**src/rtl/frame_compositor.sv**
```systemverilog
// Frame compositor: merges the game layer, background colour and the
// game-over overlay into the final RGB stream with a fixed 2-cycle latency.
// Timing signals (hsync/vsync/de) are delayed by the same 2 stages.
// Optional feature macro: GAMEOVER_BLINK_EN (blinks the game-over text
// with a half-period of BLINK_FRAMES frames).
module frame_compositor #(
    parameter logic [23:0] BG_COLOR     = 24'h000000,
    parameter int unsigned BLINK_FRAMES = 16
) (
    input  logic            pixel_clk,
    input  logic            rst,
    input  logic            fsync,
    input  logic            hsync_in,
    input  logic            vsync_in,
    input  logic            de_in,
    input  logic [2:0][7:0] pixel_game,
    input  logic            active_game,
    input  logic            use_gameover_pixels,
    input  logic [2:0][7:0] pixel_gameover,
    output logic            hsync_out,
    output logic            vsync_out,
    output logic            de_out,
    output logic [2:0][7:0] pixel_out,
    output logic            overlay_active
);

    if (BLINK_FRAMES < 1 || BLINK_FRAMES > 255) begin : g_bad_blink_frames
        $error("frame_compositor: BLINK_FRAMES must be in 1..255");
    end

    // Stage 1 registers
    logic            hs_s1_q, vs_s1_q, de_s1_q;
    logic            act_s1_q, transp_s1_q;
    logic [2:0][7:0] game_s1_q, go_s1_q;

    // Stage 2 / output registers
    logic            hs_s2_q, vs_s2_q, de_s2_q;
    logic [2:0][7:0] pixel_q, pixel_d;

    // Frame-stable overlay flag
    logic            overlay_q;

    // Text visibility as seen at stage-2 time
    logic            text_vis;

    logic [2:0][7:0] base_c, dim_c;

    // Stage 1: capture raw inputs and the transparency test
    always_ff @(posedge pixel_clk) begin
        if (rst) begin
            hs_s1_q     <= 1'b0;
            vs_s1_q     <= 1'b0;
            de_s1_q     <= 1'b0;
            act_s1_q    <= 1'b0;
            transp_s1_q <= 1'b0;
            game_s1_q   <= '0;
            go_s1_q     <= '0;
        end else begin
            hs_s1_q     <= hsync_in;
            vs_s1_q     <= vsync_in;
            de_s1_q     <= de_in;
            act_s1_q    <= active_game;
            transp_s1_q <= (pixel_gameover == '0);
            game_s1_q   <= pixel_game;
            go_s1_q     <= pixel_gameover;
        end
    end

    // Overlay flag only changes at frame start so a frame is never mixed
    always_ff @(posedge pixel_clk) begin
        if (rst)        overlay_q <= 1'b0;
        else if (fsync) overlay_q <= use_gameover_pixels;
    end

`ifdef GAMEOVER_BLINK_EN
    localparam logic [7:0] BLINK_LAST = 8'(BLINK_FRAMES - 1);

    logic [7:0] blink_cnt_q, blink_cnt_d;
    logic       blink_ph_q, blink_ph_d;

    // Blink counter: held clear while the overlay is off so each overlay
    // starts in the visible phase; steps once per frame otherwise
    always_comb begin
        blink_cnt_d = blink_cnt_q;
        blink_ph_d  = blink_ph_q;
        if (!overlay_q) begin
            blink_cnt_d = '0;
            blink_ph_d  = 1'b0;
        end else if (fsync) begin
            if (blink_cnt_q == BLINK_LAST) begin
                blink_cnt_d = '0;
                blink_ph_d  = ~blink_ph_q;
            end else begin
                blink_cnt_d = blink_cnt_q + 8'd1;
            end
        end
    end

    // Blink state register
    always_ff @(posedge pixel_clk) begin
        if (rst) begin
            blink_cnt_q <= '0;
            blink_ph_q  <= 1'b0;
        end else begin
            blink_cnt_q <= blink_cnt_d;
            blink_ph_q  <= blink_ph_d;
        end
    end

    assign text_vis = ~blink_ph_q;
`else
    assign text_vis = 1'b1;
`endif

    // Colour select: blanking, overlay text, dimmed base, plain base
    always_comb begin
        base_c  = act_s1_q ? game_s1_q : BG_COLOR;
        dim_c   = '0;
        for (int ch = 0; ch < 3; ch++) begin
            dim_c[ch] = base_c[ch] >> 2;
        end
        pixel_d = '0;
        if (!de_s1_q)                                  pixel_d = '0;
        else if (overlay_q && text_vis && !transp_s1_q) pixel_d = go_s1_q;
        else if (overlay_q)                            pixel_d = dim_c;
        else                                           pixel_d = base_c;
    end

    // Stage 2: register final colour and delayed timing
    always_ff @(posedge pixel_clk) begin
        if (rst) begin
            hs_s2_q <= 1'b0;
            vs_s2_q <= 1'b0;
            de_s2_q <= 1'b0;
            pixel_q <= '0;
        end else begin
            hs_s2_q <= hs_s1_q;
            vs_s2_q <= vs_s1_q;
            de_s2_q <= de_s1_q;
            pixel_q <= pixel_d;
        end
    end

    assign hsync_out      = hs_s2_q;
    assign vsync_out      = vs_s2_q;
    assign de_out         = de_s2_q;
    assign pixel_out      = pixel_q;
    assign overlay_active = overlay_q;

endmodule

```
**config.mk**
```make
export PLATFORM = sky130hd
export DESIGN_NAME = frame_compositor
export DESIGN_NICKNAME = d
export VERILOG_FILES = /design/src/rtl/frame_compositor.sv
export SDC_FILE = /design/constraint.sdc
export NUM_CORES = 1
export LEC_CHECK = 0
export CELL_PAD_IN_SITES_DETAIL_PLACEMENT = 1
export CELL_PAD_IN_SITES_GLOBAL_PLACEMENT = 1
export CORE_MARGIN = 4
export CORE_UTILIZATION = 29
export CTS_CLUSTER_DIAMETER = 40
export CTS_CLUSTER_SIZE = 8
export DETAILED_ROUTE_END_ITERATION = 6
export PLACE_DENSITY = 0.72
export RECOVER_POWER = 50
export SLEW_MARGIN = 20
export SYNTH_ARGS = -nofsm -noshare
export SYNTH_HDL_FRONTEND = slang
export SYNTH_SLANG_ARGS = --single-unit
```
**constraint.sdc**
```tcl
create_clock -name pixel_clk -period 1.5 [get_ports pixel_clk]
set_clock_uncertainty 0.2 [all_clocks]
set_input_delay 0.375 -clock pixel_clk [delete_from_list [all_inputs] [get_ports pixel_clk]]
set_output_delay 0.375 -clock pixel_clk [all_outputs]
set_load 0.03 [all_outputs]
```
* Word-level counts from Yosys, hierarchy flattened
Cells that the tools add are included.
** Word-level totals
- Register bits after elaboration :: 81
- Input bits :: 56
- Output and inout bits :: 28
- Word-level logic and storage cells :: 26
** Operators by class
- Mux-type cells :: 3
- Bitwise logic cells :: 1
- Reductions and logical operators :: 4
** Operators with widths (number)
- 24-bit 2-to-1 mux :: 3
- 24-bit zero test :: 1
- 2-bit OR reduction :: 1
- 1-bit logical AND :: 1
- 1-bit zero test :: 1
- 1-bit inverter :: 1

* Logic depth before layout (Yosys ltp)
Gate-level depths: netlist (run 1).
- Depth after elaboration :: 3
- Depth in mapped cells :: 5
- Depth with buffers taken out :: 3

* Worst setup path before layout (run 1)
No wires, ideal clock.
- Path type :: register -> register
- Start :: reg overlay_q (netlist: overlay_active)
- End :: reg pixel_q, in the netlist pixel_out[1]
- Setup time :: 118 ps
- Data arrival time :: 1106 ps
- Required time :: 1182 ps
- Slack :: 76 ps
- Stages on the path, launching flop included :: 5
- Path buffers :: 1
- Period minus slack after synthesis :: 1424 ps
- Cells stage by stage :: dfxtp_1 > buf_2 > nand2_1 > a21oi_1 > nor4_2
** On the way
- Cells in the longest elaborated chain, start to end :: 2
- Elaborated cells on any way between the ends :: 3
- Those cells by class :: mux: 2; reduce/logical: 1
** RTL lines
- start: declaration :: RTL line 41 : logic overlay_q;
- start signal: assignment :: RTL line 72 : else if (fsync) overlay_q <= use_gameover_pixels;
- 24-bit 2-to-1 mux / 1-bit logical AND (equally long branches) :: RTL line 125, 124
- 24-bit 2-to-1 mux * :: RTL line 124 : else if (overlay_q && text_vis && !transp_s1_q) pixel_d = go_s1_q;
- end signal: assignment :: RTL line 140 : pixel_q <= pixel_d;
- end: declaration :: RTL line 38 : logic [2:0][7:0] pixel_q, pixel_d;
Every way passes the cells marked *; elsewhere a longest branch is shown, timed or not.
A chain may end at the register's enable or synchronous reset.

* Final worst setup path (run 1)
- Start :: reg overlay_q (netlist: overlay_active)
- End :: out overlay_active
** RTL lines
- end: declaration :: RTL line 24 : output logic overlay_active
No word-level cell between the ends.

==> out/qor.csv, run 1 <==
metric,value,unit
clock_path_buffers,2,
clock_sinks,81,
vias_per_cell,4.40,
antenna_found_initial,0,
grt_pass1_wl,11300,um
cts_tree,done,
synthArstFlopShare,0,
drv_cap,0,
routabilityCongestion,0.796,
p_per_area,1110,nW/um^2
cts_max_level,3,
tightestPinTransition,0.533,ns
r2r_start,de_s1_q,
synth_cell_types,23,
root_buffer,clkbuf_8,
endpoint_kind,output port,
leakagePower,1.49,nW
hold_path_depth,1,
grt_max_degree,43,
grt_overflow,0,
fmax,691,MHz
dp.cells,468,
synth_seq_cells,81,
die_h,105,um
worstHoldStart,hs_s1_q,
antennaDiodeCount,0,
drive_above_1_share,0.177,
rsz0062_at_grt,false,
coreArea,9240,um^2
hold_buffers,0,
synth_nets,319,
critPathMaxFanout,3,
fillers,1056,
grt_use_total,0.130,
start_util,0.297,
reg2reg_to,pixel_out[8],
max_slew_margin,0.644,
wl,7060,um
min_period,1.45,ns
crit_chain,buf_4,
vias,2129,
hold_class,reg -> reg,
ys_warn_count,0,
synth_common_cells,"81 x dfxtp_1, 42 x nor2b_1, 30 x a21oi_1",
area_delta_synth_final,40.3,%
ant_nets,0,
rows,35,
yosys.area.top_type,dfxtp_1,
insertion_delay,0.35,ns
die_area,11100,um^2
maxSlewViolCount,0,
grt_pass1_vias,2286,
placed_area,3670,um^2
drtPass1Iterations,4,
cp_top_family,flip-flops,
synthTopCellsByArea,"dfxtp_1 59%, nor2b_1 9.6%, a21oi_1 5.5%",
setup_viol,0,
ys.flop_type,dfxtp_1,
drtIter0Drc,90,
cp.arrival,0.87,ns
dp_hpwl,5370,um
stdcell_count,484,
slowest_stage,dfxtp_4,
place_ws,-0.248,ns
fin_crit_sh,0.964,
r2r.worst_path.cells,2,
cts_buffers,9,
finalInstanceArea,3850,um^2
required,0.92,ns
synth_most_common_cell,dfxtp_1,
drc_errors,0,
critPathKind,reg -> out,
netlist_instances,263,
hold_violations,0,
pin_count,84,
min_to,hsync_out,
startpoint_type,flip-flop,
die_w,105,um
port_buffers,83,
r2r_setup_slack,0.14,ns
yosys.area.top_type_share,0.590,
final_nets,406,
status,"complete, no violations",
postSynthAreaPerCell,10.4,um^2
cts_setup_buffers,0,
ys_seq_area_frac,0.590,
path_buf_inv,1,
clkTransAtPathRegs,0.08,ns
critical_path.max_stage_delay,0.37,ns
synth_edf_count,0,
wire_per_inst,14.6,um
setup_slack,0.0538,ns
ir_drop,0.482,mV
mappedNetlistArea,2750,um^2
==> worst max path at each step <==
| stage | from | to | slack [ns] | cells after the start |
|---|---|---|---|---|
| global placement | pixel_gameover[17] | transp_s1_q | -0.23 | 4 |
| finish | overlay_active | overlay_active | 0.05 | 1 |
| global route | overlay_active | overlay_active | 0.02 | 1 |
| CTS | overlay_active | overlay_active | 0.01 | 1 |
| detailed placement | pixel_gameover[17] | transp_s1_q | -0.25 | 4 |
| floorplan | overlay_active | pixel_out[1] | 0.08 | 4 |
==> sequential cells by signal, indices dropped and copies added (netlist names) <==
| signal | cells |
|---|---|
| de_s1_q | 1 |
| pixel_out | 24 |
| overlay_active | 1 |
| go_s1_q | 24 |
| hsync_out | 1 |
| game_s1_q | 24 |
| transp_s1_q | 1 |
| vs_s1_q | 1 |
| de_out | 1 |
| act_s1_q | 1 |
| vsync_out | 1 |
| hs_s1_q | 1 |
==> cells by family (layout without fill, tap and decap cells) <==
group | after synthesis | count (layout) | share of synthesized area
mux | 1 | 1 | 0.00364
flops | 81 | 81 | 0.590
buf+inv | 22 | 114 | 0.0506
simple gates | 117 | 117 | 0.262
compound gates | 42 | 42 | 0.0929
==> power by group <==
| group | switching [mW] | internal [mW] | leakage [nW] |
|---|---|---|---|
| registers | 0.0372 | 2.24 | 0.669 |
| clock network | 0.783 | 0.816 | 0.0985 |
| logic | 0.183 | 0.236 | 0.726 |
==> final cells by class <==
| type | count | area (um^2) | share of cell area |
|---|---|---|---|
| Clock inverter | 6 | 67.6 | 0.0175 |
| Timing Repair Buffer | 97 | 877 | 0.228 |
| Clock buffer | 10 | 138 | 0.0357 |
| Inverter | 1 | 3.75 | 0.000974 |
| Tap cell | 129 | 161 | 0.0419 |
| Sequential cell | 81 | 1630 | 0.422 |
| Multi-Input combinational cell | 160 | 981 | 0.255 |
==> per-stage QoR <==
step | setup TNS, ns | total power, mW | hold slack, ns | utilization
4_1_cts | 0 | 4.36 | 0.205 | 0.420
2_1_floorplan | 0 | 2.51 | 0.214 | -
3_3_place_gp | -0.234 | 2.75 | 0.225 | 0.397
5_1_grt | 0 | 4.47 | 0.275 | 0.417
3_5_place_dp | -0.248 | 2.76 | 0.230 | 0.397
6_report | 0 | 4.29 | 0.240 | 0.417
==> cells in the final DEF (no fill, tap or decap), types with 2 or more instances in the layout <==
| cell type | n |
|---|---|
| dfxtp_1 | 80 |
| clkdlybuf4s50_1 | 51 |
| nor2b_1 | 42 |
| buf_4 | 37 |
| a21oi_1 | 30 |
| nand3_1 | 13 |
| and2b_1 | 12 |
| nand2b_1 | 12 |
| a311oi_1 | 12 |
| nor4_1 | 10 |
| clkbuf_8 | 10 |
| nor2_1 | 9 |
| nand2_1 | 7 |
| nand3b_1 | 6 |
| dlygate4sd3_1 | 3 |
| clkbuf_2 | 3 |
| nand2b_2 | 2 |
| clkinv_4 | 2 |
| clkinvlp_4 | 2 |
| buf_12 | 2 |
==> per-layer routing <==
metal,vias up,track usage,part of all wire
li1,1058,-,-
met1,1004,0.163,0.46
met2,57,0.210,0.46
met3,10,0.0245,0.053
met4,0,0.0731,0.020
met5,-,0,0
==> what timing repair did <==
action / CTS / global route
cloned: 0 / 0
pin swaps: 0 / 0
endpoints found under the setup margin: 1 / 1
resized for setup: 1 / 1
No activity file was read; power rests on OpenSTA's default activity.
==> run 2, diff against run 1 <==
GPL_TIMING_DRIVEN = 0   (was default)
PLACE_DENSITY = default   (was 0.72)
PLACE_DENSITY_LB_ADDON = 0.1   (was default)
==> run 2 against run 1 <==
  * Cell count rose by 1.4%
  * Combinational power increased by 3%
  * Critical path depth unchanged
  * Worst hold slack better by 0.012 ns
  * Global-route usage is 1.5 points higher
  * Die area unchanged
  * Sequential share of layout area about the same
  * Non-clock buffer count grew 7
  * Wire length increased by 11%
  * Via count is 2.2% higher
==> out/qor.csv, run 2 (synthesis gave the netlist of run 1 again) <==
metric,value,unit,change
p_total,4.38,mW,+1.9%
cts_max_level,3,,unchanged
dp.cells,475,,+1.5%
pin_count,84,,unchanged
ir_drop,0.436,mV,-9.4%
wl,7860,um,+11%
hold_violations,0,,unchanged
min_period,1.45,ns,+0.00639 ns
port_buffers,83,,unchanged
fin_crit_sh,0.968,,+0.00426
path_buf_inv,1,,unchanged
die_h,105,um,unchanged
rsz0062_at_grt,false,,
vias,2176,,+2.2%
root_buffer,clkbuf_8,,
cp_top_family,flip-flops,,
drv_cap,0,,unchanged
wire_per_inst,16.0,um,+9.8%
leakagePower,1.54,nW,+2.8%
hold_class,reg -> reg,,
required,0.92,ns,about the same
stdcell_count,491,,+1.4%
vias_per_cell,4.43,,+0.75%
critPathKind,reg -> out,,
slowest_stage,dfxtp_4,,
grt_max_degree,14,,-67%
ant_nets,0,,unchanged
clock_path_buffers,2,,unchanged
startpoint_type,flip-flop,,
p_sw_frac,0.229,,-0.00409
grt_overflow,0,,unchanged
antenna_found_initial,0,,unchanged
setup_slack,0.0474,ns,-0.00639 ns
drtPass1Iterations,4,,unchanged
rows,35,,unchanged
start_util,0.297,,unchanged
p_int,3.37,mW,+2.5%
cp.arrival,0.88,ns,about the same
dp_hpwl,5950,um,+11%
place_ws,-0.716,ns,-0.467 ns
crit_chain,buf_4,,
max_slew_margin,0.673,,+0.0287
die_area,11100,um^2,unchanged
coreArea,9240,um^2,unchanged
setup_viol,0,,unchanged
sequentialPowerShare,0.520,,-0.010
grt_pass1_wl,12400,um,+9.7%
status,"complete, no violations",,
final_nets,413,,+1.7%
cts_buffers,9,,unchanged
grt_use_total,0.145,,+0.0149
grt_pass1_vias,2318,,+1.4%
die_w,105,um,unchanged
endpoint_kind,output port,,
antennaDiodeCount,0,,unchanged
critical_path.max_stage_delay,0.37,ns,about the same
fmax,688,MHz,-0.44%
p_per_area,1130,nW/um^2,+1.8%
layout_common_cells,"80 x dfxtp_1, 54 x clkdlybuf4s50_1, 42 x nor2b_1, 32 x buf_2, 30 x a21oi_1",,
cts_setup_buffers,0,,unchanged
net-switching-power,1.00,mW,+0.14%
critPathMaxFanout,5,,+2
maxSlewViolCount,0,,unchanged
drive_above_1_share,0.199,,+0.0214
cts_tree,done,,
whs,0.252,ns,+0.0123 ns
final_common_cell,dfxtp_1,,
drtIter0Drc,62,,-31%
tightestPinTransition,0.490,ns,-0.0430 ns
area_delta_synth_final,40.5,%,about the same
combPwrFrac,0.099,,about the same
tns,0,ns,unchanged
drc_errors,0,,unchanged
power_frac_clock,0.381,,+0.009
insertion_delay,0.35,ns,about the same
clock_sinks,81,,unchanged
routabilityCongestion,0.790,,-0.78%
clkTransAtPathRegs,0.08,ns,about the same
## run 2: worst paths after layout
check / end / start / cells after the start / slack (ns)
worst min register to register: vsync_out / vs_s1_q / 1 / 0.25
worst min-delay path: vsync_out / vs_s1_q / 1 / 0.25
worst max register to register: pixel_out[4] / act_s1_q / 4 / 0.09
worst max-delay path: overlay_active / overlay_active / 1 / 0.05
## run 2: timing repair
item | 4_1_cts | 5_1_grt
setup endpoints to repair | 76 | 1
hold buffers | 0 | 0
resized for setup | 155 | 1
pin swaps | 0 | 0
cloned | 0 | 0
## run 2: layout make-up
| type | count | area, um^2 |
|---|---|---|
| buffer | 21 | 149 |
| timing repair buffer | 83 | 692 |
| clock buffer | 12 | 165 |
| tap | 129 | 161 |
| fill | 1052 | 5380 |
| multi-input combinational | 160 | 1010 |
| sequential | 81 | 1630 |
| clock inverter | 4 | 50.0 |
| inverter | 1 | 3.75 |
## run 2: worst register-to-register path: stages (launching register included)
cell,delay (ns)
dfxtp_1,0.31
buf_2,0.14
buf_2,0.25
a21oi_1,0.14
a311oi_2,0.28
## run 2: power by group through the flow
stage	sequential, mW	combinational (mW)	clock (mW)
floorplan	2.34	0.167	0
global placement	2.33	0.435	0
detailed placement	2.33	0.438	0
CTS	2.28	0.437	1.71
global route	2.29	0.469	1.83
finish	2.28	0.431	1.67
## run 2: layer usage
| layer | track usage | share of wire | up-vias |
|---|---|---|---|
| met5 | 0 | 0 | - |
| met4 | 0.0422 | 0.0070 | 0 |
| met3 | 0.0453 | 0.058 | 4 |
| met2 | 0.214 | 0.44 | 72 |
| met1 | 0.203 | 0.49 | 1024 |
| li1 | - | - | 1076 |
## run 2: per-stage QoR
stage | cell area, um^2 | util
final | 3860 | 0.417
after global routing | 3860 | 0.417
after CTS | 3860 | 0.417
after detailed placement | 3740 | 0.405
after global placement | 3740 | 0.405
after floorplan | 2750 | -
